<file path="config.mk">
export PLATFORM = sky130hd
export DESIGN_NAME = ahb_boot_loader_flat
export DESIGN_NICKNAME = d
export VERILOG_FILES = /design/src/rtl/ahb_boot_loader_if.sv /design/src/rtl/ahb_boot_loader.sv /design/src/flat_wrapper.sv
export SDC_FILE = /design/constraint.sdc
export NUM_CORES = 1
export LEC_CHECK = 0
export ABC_AREA = 1
export ABC_CLOCK_PERIOD_IN_PS = 8940
export BUFFER_PORTS_ARGS = -buffer_cell sky130_fd_sc_hd__buf_4
export CAP_MARGIN = 30
export CORE_MARGIN = 2
export CORE_UTILIZATION = 25
export CTS_CLUSTER_DIAMETER = 200
export DETAILED_ROUTE_END_ITERATION = 6
export PLACE_DENSITY = 0.44
export SYNTH_ARGS = -nofsm -noshare
export SYNTH_HDL_FRONTEND = slang
export SYNTH_SLANG_ARGS = --single-unit
</file>
<file path="constraint.sdc">
create_clock -name HCLK -period 8.94 [get_ports HCLK]
set_clock_uncertainty 0.1 [all_clocks]
set_input_delay 1.341 -clock HCLK [delete_from_list [all_inputs] [get_ports HCLK]]
set_output_delay 1.341 -clock HCLK [all_outputs]
set_load 0.005 [all_outputs]
</file>
<file path="src/rtl/ahb_boot_loader_if.sv">
// ----------------------------------------------------------------------------
// ahb_boot_loader_if
// Purpose: groups the byte-stream handshake, the AHB-Lite master signals and
//          the boot status outputs of the boot loader.
// Signals:
//   rx_data/rx_valid/rx_ready   byte stream, valid/ready handshake
//   HADDR/HTRANS/HWRITE/HSIZE   AHB address phase (driven by the loader)
//   HWDATA                      AHB write data phase
//   HREADY/HRESP                AHB slave response
//   cpu_hold/boot_done/boot_error  boot status
// Modports: master = boot loader, slave = stream source / bus / system side.
// ----------------------------------------------------------------------------
interface ahb_boot_loader_if;
   localparam int unsigned AW = 32;
   localparam int unsigned DW = 32;
   localparam int unsigned BW = 8;

   logic [BW-1:0] rx_data;
   logic          rx_valid;
   logic          rx_ready;
   logic [AW-1:0] HADDR;
   logic [1:0]    HTRANS;
   logic          HWRITE;
   logic [2:0]    HSIZE;
   logic [DW-1:0] HWDATA;
   logic          HREADY;
   logic          HRESP;
   logic          cpu_hold;
   logic          boot_done;
   logic          boot_error;

   modport master (
      input  rx_data, rx_valid, HREADY, HRESP,
      output rx_ready, HADDR, HTRANS, HWRITE, HSIZE, HWDATA,
             cpu_hold, boot_done, boot_error
   );

   modport slave (
      output rx_data, rx_valid, HREADY, HRESP,
      input  rx_ready, HADDR, HTRANS, HWRITE, HSIZE, HWDATA,
             cpu_hold, boot_done, boot_error
   );
endinterface

</file>
<file path="src/rtl/ahb_boot_loader.sv">
// ----------------------------------------------------------------------------
// ahb_boot_loader
// Purpose: receives a boot image as a byte stream (4-byte LE word count,
//          N LE data words, 4-byte LE checksum), writes each word to memory
//          with a single non-pipelined AHB-Lite write, verifies the 32-bit
//          sum and then releases the CPU from reset.
// Ports:
//   HCLK     system clock, rising edge
//   HRESET   asynchronous active-high reset
//   bus      ahb_boot_loader_if.master (stream handshake, AHB master, status)
// Parameters:
//   BASE_ADDR  word-aligned byte address of the first word
//   MAX_WORDS  largest accepted image length in words
// ----------------------------------------------------------------------------
module ahb_boot_loader #(
   parameter logic [31:0] BASE_ADDR = 32'h0000_0000,
   parameter int unsigned MAX_WORDS = 4096
) (
   input  logic              HCLK,
   input  logic              HRESET,
   ahb_boot_loader_if.master bus
);
   localparam int unsigned DW   = 32;
   localparam int unsigned CW   = 2;
   localparam logic [1:0] HTRANS_IDLE   = 2'b00;
   localparam logic [1:0] HTRANS_NONSEQ = 2'b10;
   localparam logic [2:0] HSIZE_WORD    = 3'b010;

   typedef enum logic [2:0] {
      S_LEN,
      S_COLLECT,
      S_ADDR,
      S_DATA,
      S_SUM,
      S_DONE,
      S_ERROR
   } state_t;

   state_t          r_state;
   state_t          w_state_nxt;
   logic [DW-1:0]   r_shift,    w_shift_nxt;
   logic [CW-1:0]   r_byte_cnt, w_byte_cnt_nxt;
   logic [DW-1:0]   r_len,      w_len_nxt;
   logic [DW-1:0]   r_idx,      w_idx_nxt;
   logic [DW-1:0]   r_sum,      w_sum_nxt;
   logic [DW-1:0]   r_haddr,    w_haddr_nxt;
   logic [DW-1:0]   r_hwdata,   w_hwdata_nxt;
   logic            r_rx_ready;
   logic [1:0]      r_htrans;
   logic            r_hwrite;
   logic            r_cpu_hold;
   logic            r_boot_done;
   logic            r_boot_error;

   logic            w_accept;
   logic            w_last_byte;
   logic [DW-1:0]   w_word;
   logic [DW-1:0]   w_idx_inc;

   // Byte k of a group lands in bits [8k+7:8k]: shift each byte in from the top.
   assign w_accept    = r_rx_ready & bus.rx_valid;
   assign w_last_byte = w_accept & (r_byte_cnt == CW'(3));
   assign w_word      = {bus.rx_data, r_shift[DW-1:8]};
   assign w_idx_inc   = r_idx + DW'(1);

   // Next-state and datapath next values
   always_comb begin
      w_state_nxt    = r_state;
      w_shift_nxt    = r_shift;
      w_byte_cnt_nxt = r_byte_cnt;
      w_len_nxt      = r_len;
      w_idx_nxt      = r_idx;
      w_sum_nxt      = r_sum;
      w_haddr_nxt    = r_haddr;
      w_hwdata_nxt   = r_hwdata;

      // rx_ready is only high in LEN/COLLECT/SUM, so w_accept implies one of those
      if (w_accept) begin
         w_shift_nxt    = w_word;
         w_byte_cnt_nxt = r_byte_cnt + CW'(1);
      end

      case (r_state)
         S_LEN: begin
            if (w_last_byte) begin
               w_len_nxt = w_word;
               if (w_word > 32'(MAX_WORDS)) begin
                  w_state_nxt = S_ERROR;
               end else if (w_word == '0) begin
                  w_state_nxt = S_SUM;
               end else begin
                  w_state_nxt = S_COLLECT;
               end
            end
         end
         S_COLLECT: begin
            if (w_last_byte) begin
               w_state_nxt = S_ADDR;
               w_haddr_nxt = BASE_ADDR + {r_idx[DW-3:0], 2'b00};
            end
         end
         S_ADDR: begin
            if (bus.HREADY) begin
               w_state_nxt  = S_DATA;
               w_hwdata_nxt = r_shift;
            end
         end
         S_DATA: begin
            if (bus.HREADY) begin
               if (bus.HRESP) begin
                  w_state_nxt = S_ERROR;
               end else begin
                  w_sum_nxt   = r_sum + r_hwdata;
                  w_idx_nxt   = w_idx_inc;
                  w_state_nxt = (w_idx_inc == r_len) ? S_SUM : S_COLLECT;
               end
            end
         end
         S_SUM: begin
            if (w_last_byte) begin
               w_state_nxt = (w_word == r_sum) ? S_DONE : S_ERROR;
            end
         end
         S_DONE:  w_state_nxt = S_DONE;
         S_ERROR: w_state_nxt = S_ERROR;
         default: w_state_nxt = S_ERROR;
      endcase
   end

   // State, datapath and registered outputs (outputs follow the next state)
   always_ff @(posedge HCLK or posedge HRESET) begin
      if (HRESET) begin
         r_state      <= S_LEN;
         r_shift      <= '0;
         r_byte_cnt   <= '0;
         r_len        <= '0;
         r_idx        <= '0;
         r_sum        <= '0;
         r_haddr      <= BASE_ADDR;
         r_hwdata     <= '0;
         r_rx_ready   <= 1'b0;
         r_htrans     <= HTRANS_IDLE;
         r_hwrite     <= 1'b0;
         r_cpu_hold   <= 1'b1;
         r_boot_done  <= 1'b0;
         r_boot_error <= 1'b0;
      end else begin
         r_state      <= w_state_nxt;
         r_shift      <= w_shift_nxt;
         r_byte_cnt   <= w_byte_cnt_nxt;
         r_len        <= w_len_nxt;
         r_idx        <= w_idx_nxt;
         r_sum        <= w_sum_nxt;
         r_haddr      <= w_haddr_nxt;
         r_hwdata     <= w_hwdata_nxt;
         r_rx_ready   <= (w_state_nxt == S_LEN) || (w_state_nxt == S_COLLECT) ||
                         (w_state_nxt == S_SUM);
         r_htrans     <= (w_state_nxt == S_ADDR) ? HTRANS_NONSEQ : HTRANS_IDLE;
         r_hwrite     <= (w_state_nxt == S_ADDR);
         r_cpu_hold   <= (w_state_nxt != S_DONE);
         r_boot_done  <= (w_state_nxt == S_DONE);
         r_boot_error <= (w_state_nxt == S_ERROR);
      end
   end

   assign bus.rx_ready   = r_rx_ready;
   assign bus.HADDR      = r_haddr;
   assign bus.HTRANS     = r_htrans;
   assign bus.HWRITE     = r_hwrite;
   assign bus.HSIZE      = HSIZE_WORD;
   assign bus.HWDATA     = r_hwdata;
   assign bus.cpu_hold   = r_cpu_hold;
   assign bus.boot_done  = r_boot_done;
   assign bus.boot_error = r_boot_error;
endmodule

</file>
<file path="src/flat_wrapper.sv">
// flat-port wrapper written by rule: the top's interface ports become plain ports
module ahb_boot_loader_flat 
#(
   parameter logic [31:0] BASE_ADDR = 32'h0000_0000,
   parameter int unsigned MAX_WORDS = 4096
)
  (HCLK, HRESET, bus_rx_data, bus_rx_valid, bus_HREADY, bus_HRESP, bus_rx_ready, bus_HADDR, bus_HTRANS, bus_HWRITE, bus_HSIZE, bus_HWDATA, bus_cpu_hold, bus_boot_done, bus_boot_error);
  ahb_boot_loader_if bus_i ();
  input  logic HCLK;
  input  logic HRESET;
  input wire logic [$bits(bus_i.rx_data)-1:0] bus_rx_data;
  input wire logic [$bits(bus_i.rx_valid)-1:0] bus_rx_valid;
  input wire logic [$bits(bus_i.HREADY)-1:0] bus_HREADY;
  input wire logic [$bits(bus_i.HRESP)-1:0] bus_HRESP;
  output wire logic [$bits(bus_i.rx_ready)-1:0] bus_rx_ready;
  output wire logic [$bits(bus_i.HADDR)-1:0] bus_HADDR;
  output wire logic [$bits(bus_i.HTRANS)-1:0] bus_HTRANS;
  output wire logic [$bits(bus_i.HWRITE)-1:0] bus_HWRITE;
  output wire logic [$bits(bus_i.HSIZE)-1:0] bus_HSIZE;
  output wire logic [$bits(bus_i.HWDATA)-1:0] bus_HWDATA;
  output wire logic [$bits(bus_i.cpu_hold)-1:0] bus_cpu_hold;
  output wire logic [$bits(bus_i.boot_done)-1:0] bus_boot_done;
  output wire logic [$bits(bus_i.boot_error)-1:0] bus_boot_error;
  assign bus_i.rx_data = bus_rx_data;
  assign bus_i.rx_valid = bus_rx_valid;
  assign bus_i.HREADY = bus_HREADY;
  assign bus_i.HRESP = bus_HRESP;
  assign bus_rx_ready = bus_i.rx_ready;
  assign bus_HADDR = bus_i.HADDR;
  assign bus_HTRANS = bus_i.HTRANS;
  assign bus_HWRITE = bus_i.HWRITE;
  assign bus_HSIZE = bus_i.HSIZE;
  assign bus_HWDATA = bus_i.HWDATA;
  assign bus_cpu_hold = bus_i.cpu_hold;
  assign bus_boot_done = bus_i.boot_done;
  assign bus_boot_error = bus_i.boot_error;
  ahb_boot_loader #(.BASE_ADDR(BASE_ADDR), .MAX_WORDS(MAX_WORDS)) u_core (.HCLK(HCLK), .HRESET(HRESET), .bus(bus_i));
endmodule
</file>
==> metrics.txt <==
Post-route DRC 0; # hold bufs at CTS 0; number of synthesized register bits 200; Tot GR Track Use 15.21%; # Post-CTS Setup Buffers 0; gpl congestion 0.8942; Initial Util about 25%; final hold vios 0; CP arrival 3.23 ns; Net Sw Frac about two fifths; maximum number of pins on one net before global-route repair roughly 130; status complete, no violations; Worst EP required 9.16 ns; worst skew pair latency 0.45 ns; Layout area overhead 17.18%; initial antenna violation count 0; register area 5006 um^2; RSZ-0062 raised after global routing false; final worst-path cycle share between 30% and 40%; DR vias 9585; most frequent cells in the layout nand2_1, dfrtp_1, o21ai_0, inv_1, nor2_1; Crit. End Element register; hold_ws 0.3771 ns; total gr overflow 0; DRT iter0 DRCs 587; H-tree levels 4; n_diodes 0; Max Fanout on Critical Path 3; Synth area leader dfrtp_1; Leak 6.189 nW; WL/cell 16.06 um; switching pwr 1.639 mW; TritonCTS clock tree built; DPL Wire Length 26.37 mm; CTS buffer count 17; CTS resizes 0; fin cells 2151; Cell Int Power 2.297 mW; FP Rows 77; Reg power frac 39.5%; Clock transition at path regs ~0.080 ns; setup_tns 0 ns; max frequency 332.0 MHz; chip height between 200 and 250 um; Final Max Slew Viols 0; Final setup viols 0; layout cells sized above 1 10.71%; Design Power 3.935 mW; first-pass GRT wire length 54.87 mm; CP Launch Type register; part of the power in the clock network 21.5%; worst setup path category reg2reg; PD cells 299.4 nW/um^2; register area share after synthesis 44.63%; CTS root buffer clkbuf_16; Core ar. 44220 um^2; Synth Warn # 0; vias in the first global route 9470; Period minus WS final 3.013 ns; async set-reset flop share out of synthesis 100.0%; number of synthesized flops with an enable pin 0; fillcell total 4809; DRT antenna net count 0; # port buffers 80; top area cells in the synthesized netlist dfrtp_1, nand2_1, o21ai_0, inv_1, nand3_1; CTS sink count 200; Peak VDD IR 0.0001013 V; Via density 4.456; most used flip-flop cell after synthesis dfrtp_1; Tightest Pin Transition roughly 0.88 ns; die span in x 215.8 um; synthesized area per cell 7.574 um^2; Gate power share between 30% and 40%; area of the multi-input gates about 5500 um^2; DRT Wirelength about 35 mm; first drt pass iteration count 5; Mapped Area 11220 um^2; Syn Inst Count 1481; Slew Limit Headroom 40.95%; # IOs 87; nets 1593; Worst Hold Class reg2reg; commonest non-fill, non-tap cell in the layout nand2_1; top cell type's share of synthesized area 44.39%; Die ar. about 47000 um^2; Placed Instances 2117; Max Root-Sink Buffers 2; Cell variety after synth 43; Max Cap Viol 0
## synthesized netlist by cell type (all sizes together) (3+ instances only)
master	instances
nand2	462
dfrtp	199
o21ai	183
inv	142
nor2	134
nand3	96
a21oi	51
clkbuf	37
ha	33
xor2	28
xnor2	26
nor3	13
nand4	11
buf	10
nor4	8
a21o	6
or2	6
a31oi	4
o21bai	4
a21boi	3
nand3b	3
o211ai	3
o21a	3
o31ai	3
## flip-flops by register name (all words and copies together), names as in the netlist
register and count:
u_core.bus.rx_ready 1, u_core.bus.cpu_hold 1, u_core.bus.boot_error 1, u_core.r_state 3, u_core.r_byte_cnt 2, u_core.r_idx 32, u_core.r_sum 32, u_core.bus.boot_done 1
u_core.bus.HTRANS 1, u_core.bus.HADDR 30, u_core.r_shift 32, u_core.bus.HWDATA 32, u_core.r_len 32
## layer usage
| layer | global-route usage (%) | vias up | share of wire, % |
|---|---|---|---|
| met1 | 21.20 | 4458 | 50 |
| met5 | 0 | - | 0 |
| met2 | 24.66 | 173 | 46 |
| li1 | - | 4925 | - |
| met4 | 3.931 | 0 | 1.4 |
| met3 | 2.213 | 29 | 2.9 |
## power by group through the flow
stage	combinational [mW]	sequential, mW	clock [mW]
2_1_floorplan	1.08	1.44	0
3_3_place_gp	1.53	1.58	0
3_5_place_dp	1.54	1.58	0
4_1_cts	1.55	1.56	0.869
5_1_grt	1.76	1.60	0.898
6_report	1.53	1.55	0.847
## cell type report
cell class                      instances  area share [%]
Multi-Input combinational cell       1096           41.84
Inverter                              142           4.112
Sequential cell                       200           38.09
Clock inverter                         12           1.238
Tap cell                              592           5.635
Timing Repair Buffer                   89           5.540
Clock buffer                           20           3.551
## worst max-delay path: stages (launching register included)
cell and delay [ns]:
dfrtp_1 0.39, ha_1 0.18, inv_1 0.05, fa_1 0.36, inv_1 0.07, nand2_1 0.08, o21ai_2 0.23, a21boi_0 0.23
o21ai_0 0.32, a21oi_1 0.14, o21ai_0 0.36, nand2_1 0.09, nand2_1 0.09, xnor2_1 0.11, o21ai_0 0.08
## per-stage QoR
stage / cell area (um^2) / setup WS, ns / util (%)
3_5_place_dp: 12460 / 5.489 / 28.18
2_1_floorplan: 11230 / 2.047 / -
5_1_grt: 13140 / 5.609 / 29.72
3_3_place_gp: 12430 / 5.350 / 28.11
6_report: 13140 / 5.927 / 29.72
4_1_cts: 13090 / 5.939 / 29.60
## path summary, 6_finish.rpt
path | startpoint | to | slack [ns] | cells past startpoint
max | u_core.r_sum[0] | u_core.r_sum[18] | 5.93 | 14
min in group asynchronous | HRESET | u_core.bus.HADDR[7] | 0.82 | 2
max reg2reg | u_core.r_sum[0] | u_core.r_sum[18] | 5.93 | 14
max in group asynchronous | HRESET | u_core.r_shift[27] | 6.55 | 5
min | u_core.r_shift[2] | u_core.bus.HWDATA[2] | 0.38 | 2
min reg2reg | u_core.r_shift[2] | u_core.bus.HWDATA[2] | 0.38 | 2
## kinds of logic (layout without fill, tap and decap cells)
| logic type | Yosys count | count (layout) | share of synthesized area (%) |
|---|---|---|---|
| adders and majority gates | 34 | 34 | 3.859 |
| xor gates and xnor gates | 56 | 56 | 4.618 |
| DFF | 200 | 200 | 44.63 |
| muxes | 2 | 2 | 0.2008 |
| AOI/OAI and AO/OA | 263 | 263 | 12.38 |
| buffers and inverters | 189 | 263 | 6.592 |
| and+or+nand+nor | 735 | 735 | 27.65 |
| other | 2 | 6 | 0.06695 |
Note: power is estimated with default switching activity, not from simulation.
